[src/rtl/mult_share_ctrl.sv]
// mult_share_ctrl: time-shares one combinational WIDTH x WIDTH multiplier
// between NUM_REQ requesters. Round-robin grant, operands held on the
// multiplier for MUL_LAT cycles, product registered and returned through a
// valid/ready response port tagged with the owning requester's id.
module mult_share_ctrl #(
  parameter int NUM_REQ = 4,
  parameter int WIDTH   = 4,
  parameter int MUL_LAT = 1,
  parameter int IDW     = 2
) (
  input  logic                     clk,
  input  logic                     rst,
  input  logic [NUM_REQ-1:0]       req_valid,
  output logic [NUM_REQ-1:0]       req_ready,
  input  logic [NUM_REQ*WIDTH-1:0] req_a,
  input  logic [NUM_REQ*WIDTH-1:0] req_b,
  output logic [WIDTH-1:0]         mul_x,
  output logic [WIDTH-1:0]         mul_y,
  input  logic [2*WIDTH-1:0]       mul_z,
  output logic                     rsp_valid,
  input  logic                     rsp_ready,
  output logic [2*WIDTH-1:0]       rsp_data,
  output logic [IDW-1:0]           rsp_id,
  output logic                     busy,
  output logic [7:0]               ops_done
);

  localparam int CW = (MUL_LAT > 1) ? $clog2(MUL_LAT) : 1;

  // Reject parameter sets the datapath cannot represent.
  generate
    if (MUL_LAT < 1 || NUM_REQ < 2 || NUM_REQ > 8 || IDW < $clog2(NUM_REQ)) begin : g_bad_param
      $error("mult_share_ctrl: illegal parameters (MUL_LAT>=1, 2<=NUM_REQ<=8, IDW>=clog2(NUM_REQ))");
    end
  endgenerate

  typedef enum logic [1:0] {IDLE, BUSY, RESP} state_t;

  state_t                          state;
  logic [IDW-1:0]                  rr_ptr;
  logic [CW-1:0]                   cnt;

  // Per-requester operand view: element i is bits [i*WIDTH +: WIDTH].
  logic [NUM_REQ-1:0][WIDTH-1:0]   opa, opb;
  assign opa = req_a;
  assign opb = req_b;

  // Valid vector rotated so that bit 0 is the requester at rr_ptr.
  logic [2*NUM_REQ-1:0]            rot;
  assign rot = {req_valid, req_valid} >> rr_ptr;

  logic [IDW-1:0]                  gnt_id;
  logic                            gnt_hit;
  int                              gsum;

  // Round-robin search: the lowest rotated position with valid set wins.
  always_comb begin
    gnt_id  = '0;
    gnt_hit = 1'b0;
    gsum    = 0;
    for (int k = NUM_REQ - 1; k >= 0; k--) begin
      if (rot[k]) begin
        gsum = int'(rr_ptr) + k;
        if (gsum >= NUM_REQ) gsum = gsum - NUM_REQ;
        gnt_id  = IDW'(gsum);
        gnt_hit = 1'b1;
      end
    end
  end

  // Only offer a grant while idle and out of reset; at most one bit set.
  always_comb begin
    req_ready = '0;
    if (!rst && state == IDLE && gnt_hit)
      req_ready = NUM_REQ'(1) << gnt_id;
  end

  assign busy = (state != IDLE);

  // Control FSM; operands, response and counters are all registered here.
  always_ff @(posedge clk) begin
    if (rst) begin
      state     <= IDLE;
      rr_ptr    <= '0;
      cnt       <= '0;
      mul_x     <= '0;
      mul_y     <= '0;
      rsp_data  <= '0;
      rsp_id    <= '0;
      rsp_valid <= 1'b0;
      ops_done  <= '0;
    end else begin
      case (state)
        IDLE: begin
          if (gnt_hit) begin
            mul_x  <= opa[gnt_id];
            mul_y  <= opb[gnt_id];
            rsp_id <= gnt_id;
            rr_ptr <= (gnt_id == IDW'(NUM_REQ - 1)) ? '0 : gnt_id + 1'b1;
            cnt    <= CW'(MUL_LAT - 1);
            state  <= BUSY;
          end
        end
        BUSY: begin
          // Operands stay put; sample the product once the hold expires.
          if (cnt != '0) begin
            cnt <= cnt - 1'b1;
          end else begin
            rsp_data  <= mul_z;
            rsp_valid <= 1'b1;
            state     <= RESP;
          end
        end
        RESP: begin
          if (rsp_ready) begin
            rsp_valid <= 1'b0;
            ops_done  <= ops_done + 8'd1;
            state     <= IDLE;
          end
        end
        default: state <= IDLE;
      endcase
    end
  end

endmodule

[config.mk]
export PLATFORM = sky130hd
export DESIGN_NAME = mult_share_ctrl
export DESIGN_NICKNAME = d
export VERILOG_FILES = /design/src/rtl/mult_share_ctrl.sv
export SDC_FILE = /design/constraint.sdc
export NUM_CORES = 1
export LEC_CHECK = 0
export CAP_MARGIN = 20
export CELL_PAD_IN_SITES_DETAIL_PLACEMENT = 0
export CELL_PAD_IN_SITES_GLOBAL_PLACEMENT = 1
export CORE_MARGIN = 2
export CORE_UTILIZATION = 29
export DETAILED_ROUTE_END_ITERATION = 7
export PLACE_DENSITY = 0.92
export SLEW_MARGIN = 40
export SYNTH_ARGS = -nofsm -noshare
export SYNTH_HDL_FRONTEND = slang
export SYNTH_SLANG_ARGS = --single-unit
export TNS_END_PERCENT = 30
[constraint.sdc]
create_clock -name clk -period 4.1 [get_ports clk]
set_input_delay 0.82 -clock clk [delete_from_list [all_inputs] [get_ports clk]]
set_output_delay 0.82 -clock clk [all_outputs]
set_load 0.1 [all_outputs]
Word-level counts from Yosys, hierarchy flattened
Index checks and enable logic that the tools add are counted.

Add/subtract/negate cells: 10. Order comparisons: 5. Eq/ne operators: 6. Shifts and indexed selects: 2. Multiplexer cells: 28. Bitwise gates (word level): 1. Reduce and logical (&&, ||, !) cells: 13.

Operator list (count): 2-bit 2-to-1 mux (12); 4-bit binary-select mux with 2-bit select (2); 4-bit 2-to-1 mux (3); 3-bit >= comparator, second input constant (3); 8-bit by 1-bit adder with 8-bit output, second input constant (1); 1-bit 2-to-1 mux (8); 2-bit AND reduction (4); 8-bit by 2-bit >> shifter with 4-bit output (1); 2-bit by 1-bit subtractor with 2-bit output, second input constant (4); 2-bit by 2-bit adder with 3-bit output, second input constant (2); 2-bit inequality test, second input constant (3); 2-bit case mux with 3 select lines (1); 3-bit AND reduction (2); 2-bit nonzero test (3); 2-bit == test, second input constant (2); 1-bit case mux with 2 select lines (2); 1-bit by 2-bit << shifter with 4-bit output, first input constant (1); 2-bit by 1-bit adder with 3-bit output, second input constant (1); 2-bit by 3-bit >= comparator with 1-bit output, second input constant (1); 2-bit by 3-bit < comparator with 1-bit output, second input constant (1); 2-bit by 1-bit adder with 2-bit output, second input constant (1); 2-bit by 1-bit == test with 1-bit output, second input constant (1); 1-bit logical AND (2); 2-bit logical NOT (1); other kinds (3) (3).

Flip-flop bits (word level): 32. Input bits: 47. Output and inout port bits: 32. Word-level logic and storage cells: 74.

Logic depth before layout (Yosys ltp)
Gate-level depths: netlist of the first run.

Depth in word-level cells: 9. Depth in mapped cells: 9. Depth with buffers taken out: 7.

Least setup slack after synthesis of the first run
No wires, ideal clock.

Path type: input to output. Start point: in req_valid[2]. End point: out req_ready[0]. Arrival: 3.641 ns. Required time: 3.280 ns. Path slack: -0.361 ns. Cell stages on the path: 5. Buffers on the path: 1. Cells stage by stage: nor2b_1 -> a211oi_1 -> nor2_1 -> clkbuf_1 -> nor3_1.

Cells in the longest elaborated chain, start to end: 7. Elaborated cells on any way between the ends: 12. Classes of those cells: 2 x shift; 9 x mux; 1 x reduce/logical.

Ends and longest elaborated chain: from (decl) (RTL line 13) `input logic [NUM_REQ-1:0] req_valid,`; 8-bit by 2-bit >> shifter with 4-bit output * (RTL line 50) `assign rot = {req_valid, req_valid} >> rr_ptr;`; 2-bit 2-to-1 mux / 1-bit 2-to-1 mux (equally long branches) (4 in a row) (RTL line 62) `if (rot[k]) begin`; 1-bit by 2-bit << shifter with 4-bit output / 1-bit logical AND (equally long branches) (RTL line 75, 74); 4-bit 2-to-1 mux * (RTL line 74) `if (!rst && state == IDLE && gnt_hit)`; to (decl) (RTL line 14) `output logic [NUM_REQ-1:0] req_ready,`.

Every way passes the cells marked *; elsewhere a longest branch is shown, timed or not.

Worst setup path after layout of the first run
Start point: in req_valid[2]. End point: out req_ready[3].

Same word-level chain as after synthesis.

==> key figures, run 1 <==
Status
  – Status: complete, no violations

Setup path
  – Arr. time, crit path: 2.86 ns
  – CP max stage cell: or4b_1
  – Most frequent CP cell: and2_1
  – Critical Path End Type: output port
  – Worst Path Required: 3.28 ns
  – Worst-path cell chain: clkdlybuf4s50_1 > nor2b_1 > or4b_1 > and2_1 > inv_2 > ha_1 > and2_1 > buf_12
  – Worst setup SP type: input pin
  – FF-to-FF path depth: 6
  – Crit-path max cell delay: 0.53 ns
  – Reg2reg end: mul_x[2]
  – Worst reg2reg setup slack: ~2.2 ns
  – CP Launch Point: req_valid[2]
  – Critical Path Fanout Max: 11
  – Setup Crit Path Kind: input pin to output port
  – Critical R2R Launch: rr_ptr[0]

Floorplanning
  – Die width: 76.8 um
  – Die area: a little under 6000 um2
  – Core Rows: 26
  – Die Y: 76.8 um
  – Starting Density: 0.301
  – Core area: 5110 um2
  – I/O pin count: between 70 and 80

Pwr
  – Leak: ~1.0 nW
  – Maximum vdd drop: roughly 0.22 mV
  – P per Cell Area: 484 nW/um2

Drt
  – TritonRoute pass-1 iters: 4
  – Post-route ant nets: 0
  – Vias per cell: 4.88
  – Detailed-route via count: 1,639
  – Routed wire per std cell: 13.2 um
  – Remaining DRCs: 0
  – Initial DRC Count: 38
  – Final Routed Wirelength: 4.45 mm

Finish
  – Ant diodes: 0
  – FILL cells: 529
  – Multi-input gate area: 840 um2
  – Register area: 621 um2
  – Share of layout cells above drive strength 1: 0.192
  – Fin cells: between 300 and 400
  – P&R area growth vs syn: 53.9%
  – Nets: between 300 and 400

Hold path
  – End of the worst hold path: rsp_data[1]
  – Hold path start: rsp_data[1]
  – Hold Crit Class: flip-flop to flip-flop
  – Hold path cells: 2

Timing
  – Unrepaired setup endpoints after global routing: false
  – Normalized max-slew margin: 0.502
  – Final worst slack: 0.424 ns
  – Final setup violating endpoints: 0
  – Hold Vio Cnt, Final: 0
  – Crit path time final: 3.68 ns
  – Final worst-path cycle share: 0.897
  – Fmax: between 0.2 and 0.3 GHz
  – Pins over their slew limit: 0
  – Setup TNS: 0 ns
  – Worst-Margin Slew: 0.745 ns
  – Clock Skew: 0.00522 ns

Place
  – Port-buffer cells: 78
  – Pre-CTS setup slack: 0.431 ns
  – Placed cell count: ~330
  – Final Wtd Congestion: between 0.7 and 0.8
  – Dpl hpwl: 3.32 mm

Logic synthesis
  – Syn avg cell area: 8.18 um2
  – Syn nets: 237
  – #FFs+latches synth: 31
  – Most used DFF post-synth: dfxtp_1
  – FFs w/ async S/R, synth: 0
  – Ys Warns: 0
  – Top post-synthesis cells by count: 32 x nand2_1, 31 x dfxtp_1, 16 x nor2_1
  – Synth top area cells: dfxtp_1 40%, nand2_1 7.8%, a211o_1 4.6%
  – Synthesized instance count: 188
  – Number of synthesized flops with an enable pin: 0
  – Area leader, netlist: dfxtp_1
  – Most frequent cell after synthesis: nand2_1
  – Yosys cell types: 33
  – Post-synth top area share: 0.404
  – Synth Cell Area: 1540 um2
  – Seq/Total Area, Yosys: 0.404

CTS
  – CTS sink cnt: 31
  – Cts bufs inserted: 5
  – Total setup buffers inserted after CTS: 0
  – Reg clk slew, reported paths: 0.06 ns
  – Root Driver: clkbuf_8
  – CTS max path bufs: 2
  – CTS tree: built
  – Worst-skew pair later-pin latency: 0.29 ns
  – CTS Hold Bufs: 0
  – H-tree depth: 2
  – Post_cts resized: 0

GRT
  – Vias in the first global route: 1,658
  – First-pass GRT wire length: 7.49 mm
  – GRT Residual Overflow: 0
  – Initial antenna violation count: 0
  – Overall Global Routing Usage: 0.156
  – Largest net degree at the start of global routing: 24

Job
  – Max Cap Violations: 0
==> worst max-delay path, delay by kind of cell <==
kind,cells,cell delay (ns)
adders and majority gates,1,0.13
and+or+nand+nor,4,1.16
buffers and inverters,3,0.73
==> cell type report <==
class / instances / share of cell area
clock buffers: 6 / 0.0307
clock inverters: 2 / 0.00529
inverters: 2 / 0.00317
multi-input cells: 141 / 0.355
flip-flops and latches: 31 / 0.262
well taps: 70 / 0.0370
repair buffers: 84 / 0.307
==> state kept, by name, indices dropped and copies added, names as in the netlist <==
name / flops
rr_ptr: 2
mul_x: 4
rsp_id: 2
rsp_data: 8
state: 2
ops_done: 8
mul_y: 4
rsp_valid: 1
==> through the flow <==
stage               hold slack [ns]  cell area [um2]  power (mW)  utilization
finish                        0.451             2370        1.15        0.463
global route                  0.475             2370        1.21        0.463
CTS                           0.456             2370        1.16        0.463
detailed placement            0.446             2280       0.920        0.447
global placement              0.442             2420       0.947        0.474
floorplan                     0.460             1540       0.788            -
==> metal layers <==
layer	routed length (um)	vias up	GRT usage
met2	2110	54	0.253
met1	1990	759	0.188
li1	-	818	-
met4	80	0	0.0764
met3	263	8	0.0482
met5	0	-	0
==> layout by cell type (no fill, tap or decap), types with 2 or more instances in the layout <==
cell | netlist | routed
o221ai_1 | 8 | 8
a211o_1 | 8 | 8
nand4_1 | 2 | 2
dfxtp_1 | 31 | 31
buf_2 | 6 | 28
nand2_1 | 32 | 32
nand3_1 | 11 | 11
clkbuf_8 | 0 | 5
xor2_1 | 5 | 5
xnor2_1 | 2 | 2
nor2b_1 | 5 | 5
inv_2 | 2 | 2
buf_12 | 0 | 4
ha_1 | 2 | 2
clkdlybuf4s50_1 | 0 | 46
and2_1 | 2 | 2
a22o_1 | 8 | 8
a21oi_1 | 14 | 14
buf_4 | 0 | 6
a211oi_1 | 2 | 2
nor2_1 | 16 | 16
and3_1 | 10 | 10
==> where the power goes <==
part | internal, mW | switching [mW]
Clock | 0.118 | 0.116
Combinational | 0.156 | 0.396
Sequential | 0.339 | 0.0206
==> how the worst max path moves through the flow <==
stage                    to  cells past startpoint
2_1_floorplan  req_ready[1]                      6
3_3_place_gp   req_ready[3]                      8
3_5_place_dp   req_ready[3]                      8
4_1_cts        req_ready[3]                      8
5_1_grt        req_ready[3]                      7
6_report       req_ready[3]                      8
==> logic make-up after synthesis <==
group                    after synthesis  share of synthesized area
buffers and inverters                 16                     0.0537
XOR/XNOR                               7                     0.0399
adder cells (fa/ha/maj)                2                     0.0163
flip-flops                            31                      0.404
AND/OR/NAND/NOR                       90                      0.285
AO/OA/AOI/OAI                         42                      0.202
(Power assumes the default switching activity.)
==> run 2, diff against run 1 <==
--- a/config.mk
+++ b/config.mk
@@ -12,7 +12,7 @@
 export CORE_UTILIZATION = 29
 export DETAILED_ROUTE_END_ITERATION = 7
 export PLACE_DENSITY = 0.92
-export SLEW_MARGIN = 40
+export SLEW_MARGIN = 20
 export SYNTH_ARGS = -nofsm -noshare
 export SYNTH_HDL_FRONTEND = slang
 export SYNTH_SLANG_ARGS = --single-unit
==> run 2 against run 1 <==
Effect of this change:
- cell area rose by 6.7%
- flip-flop and latch count did not move
- largest power group unchanged
- fmax fell by 0.25%
- first-iteration DRC count rose by 92%
- global-route usage rose by 0.44 points
- critical path depth did not move
- sequential power barely moved
==> key figures, run 2 (synthesis gave the netlist of run 1 again) <==
Status
  – Status: complete, no violations

Hold path
  – Hold path cells: 2 (unchanged)
  – Hold path start: rsp_data[0]
  – Hold Crit Class: flip-flop to flip-flop

Drt
  – Detailed-route via count: 1,652 (+0.79%)
  – TritonRoute pass-1 iters: 4 (unchanged)
  – Final Routed Wirelength: 4.65 mm (+4.5%)
  – Routed wire per std cell: 13.8 um (+4.5%)
  – Remaining DRCs: 0 (unchanged)
  – Initial DRC Count: 73 (+92%)
  – Post-route ant nets: 0 (unchanged)
  – Vias per cell: 4.92 (+0.79%)

Floorplanning
  – Die area: 5900 um2 (unchanged)
  – Starting Density: 0.301 (unchanged)
  – Core area: 5110 um2 (unchanged)
  – I/O pin count: 79 (unchanged)
  – Core Rows: 26 (unchanged)
  – Die Y: 76.8 um (unchanged)
  – Die width: 76.8 um (unchanged)

Pwr
  – Total power: 1.22 mW (+6.3%)
  – P per Cell Area: 482 nW/um2 (-0.44%)
  – Leak: 0.992 nW (-3.7%)
  – Maximum vdd drop: 0.215 mV (-1.2%)

CTS
  – Post_cts resized: 0 (unchanged)
  – CTS tree: built
  – Root Driver: clkbuf_8
  – Worst-skew pair later-pin latency: 0.28 ns (about the same)
  – Total setup buffers inserted after CTS: 0 (unchanged)
  – Cts bufs inserted: 5 (unchanged)
  – H-tree depth: 2 (unchanged)
  – Reg clk slew, reported paths: 0.07 ns (about the same)
  – CTS max path bufs: 2 (unchanged)
  – CTS sink cnt: 31 (unchanged)
  – CTS Hold Bufs: 0 (unchanged)

Finish
  – Nets: 314 (unchanged)
  – Ant diodes: 0 (unchanged)
  – Commonest non-fill, non-tap cell in the layout: clkdlybuf4s50_1
  – Share of layout cells above drive strength 1: 0.0902 (-0.102)
  – P&R area growth vs syn: 64.2%
  – Regs by FF count: ops_done: 8 flops, rsp_data: 8 flops
  – Final cell utilization of the core: 0.494 (+0.0311)
  – Commonest non-fill, non-tap cells in the layout: 74 x clkdlybuf4s50_1, 32 x nand2_1, 31 x dfxtp_1, 16 x nor2_1, 14 x a21oi_1

Timing
  – Unrepaired setup endpoints after global routing: false
  – Setup TNS: 0 ns (unchanged)
  – Final worst-path cycle share: 0.899 (+0.00229)
  – Final worst slack: 0.415 ns (-0.00938 ns)
  – Crit path time final: 3.69 ns (+0.00938 ns)
  – Normalized max-slew margin: 0.337 (-0.165)
  – Final setup violating endpoints: 0 (unchanged)
  – Worst-Margin Slew: 0.992 ns (+0.247 ns)
  – Hold Vio Cnt, Final: 0 (unchanged)
  – Fmax: 0.271 GHz (-0.25%)
  – Worst hold margin: 0.455 ns (+0.00445 ns)
  – Clock Skew: 0.00670 ns (+0.00148 ns)
  – Pins over their slew limit: 0 (unchanged)

Place
  – Dpl hpwl: 3.34 mm (+0.57%)
  – Port-buffer cells: 78 (unchanged)
  – Pre-CTS setup slack: 0.431 ns (+0.000459 ns)
  – Final Wtd Congestion: 0.752 (unchanged)

Setup path
  – CP Launch Point: req_valid[2]
  – Setup Crit Path Kind: input pin to output port
  – Critical Path End Type: output port
  – Critical Path Fanout Max: 11 (unchanged)
  – Worst setup SP type: input pin
  – Arr. time, crit path: 2.87 ns (about the same)
  – FF-to-FF path depth: 6 (unchanged)
  – Critical R2R Launch: rr_ptr[0]
  – Worst Path Required: 3.28 ns (about the same)

GRT
  – Initial antenna violation count: 0 (unchanged)
  – Largest net degree at the start of global routing: 24 (unchanged)
  – First-pass GRT wire length: 7.68 mm (+2.5%)
  – Overall Global Routing Usage: 0.161 (+0.00443)
  – GRT Residual Overflow: 0 (unchanged)
  – Vias in the first global route: 1,618 (-2.4%)

Job
  – Max Cap Violations: 0 (unchanged)
run 2: area by class of cell:
cell class / instances / area (um2)
clock buffers: 7 / 96.3
clock inverters: 1 / 7.51
fillers: 494 / 2580
inverters: 2 / 7.51
multi-input cells: 141 / 840
flip-flops and latches: 31 / 621
well taps: 70 / 87.6
repair buffers: 84 / 866
run 2: final timing paths:
check	slack [ns]	end
worst min-delay path	0.46	rsp_data[0]
worst max register to register	2.15	mul_x[2]
worst min register to register	0.46	rsp_data[0]
worst max-delay path	0.41	req_ready[3]
run 2: report_power, final:
part	internal [mW]	total (mW)	switching, mW
clock	0.153	0.271	0.118
sequential	0.339	0.362	0.0231
combinational	0.186	0.585	0.398
total	0.678	1.22	0.539
run 2: routing by layer:
layer | global-route usage | vias to the layer above | wire [um]
met5 | 0 | - | 0
met4 | 0.0455 | 0 | 46
met1 | 0.201 | 774 | 2150
met3 | 0.0576 | 5 | 282
met2 | 0.260 | 52 | 2160
li1 | - | 821 | -
run 2: worst max-delay path: stages:
cell and delay [ns]:
clkdlybuf4s50_1 0.45, nor2b_1 0.16, or4b_1 0.53, and2_1 0.32, inv_2 0.11, ha_1 0.13, and2_1 0.16, buf_12 0.18
run 2: through the flow:
step	cell area [um2]	instances
floorplan	1540	188
global route	2520	336
detailed placement	2420	328
CTS	2520	336
finish	2520	336
global placement	2420	328
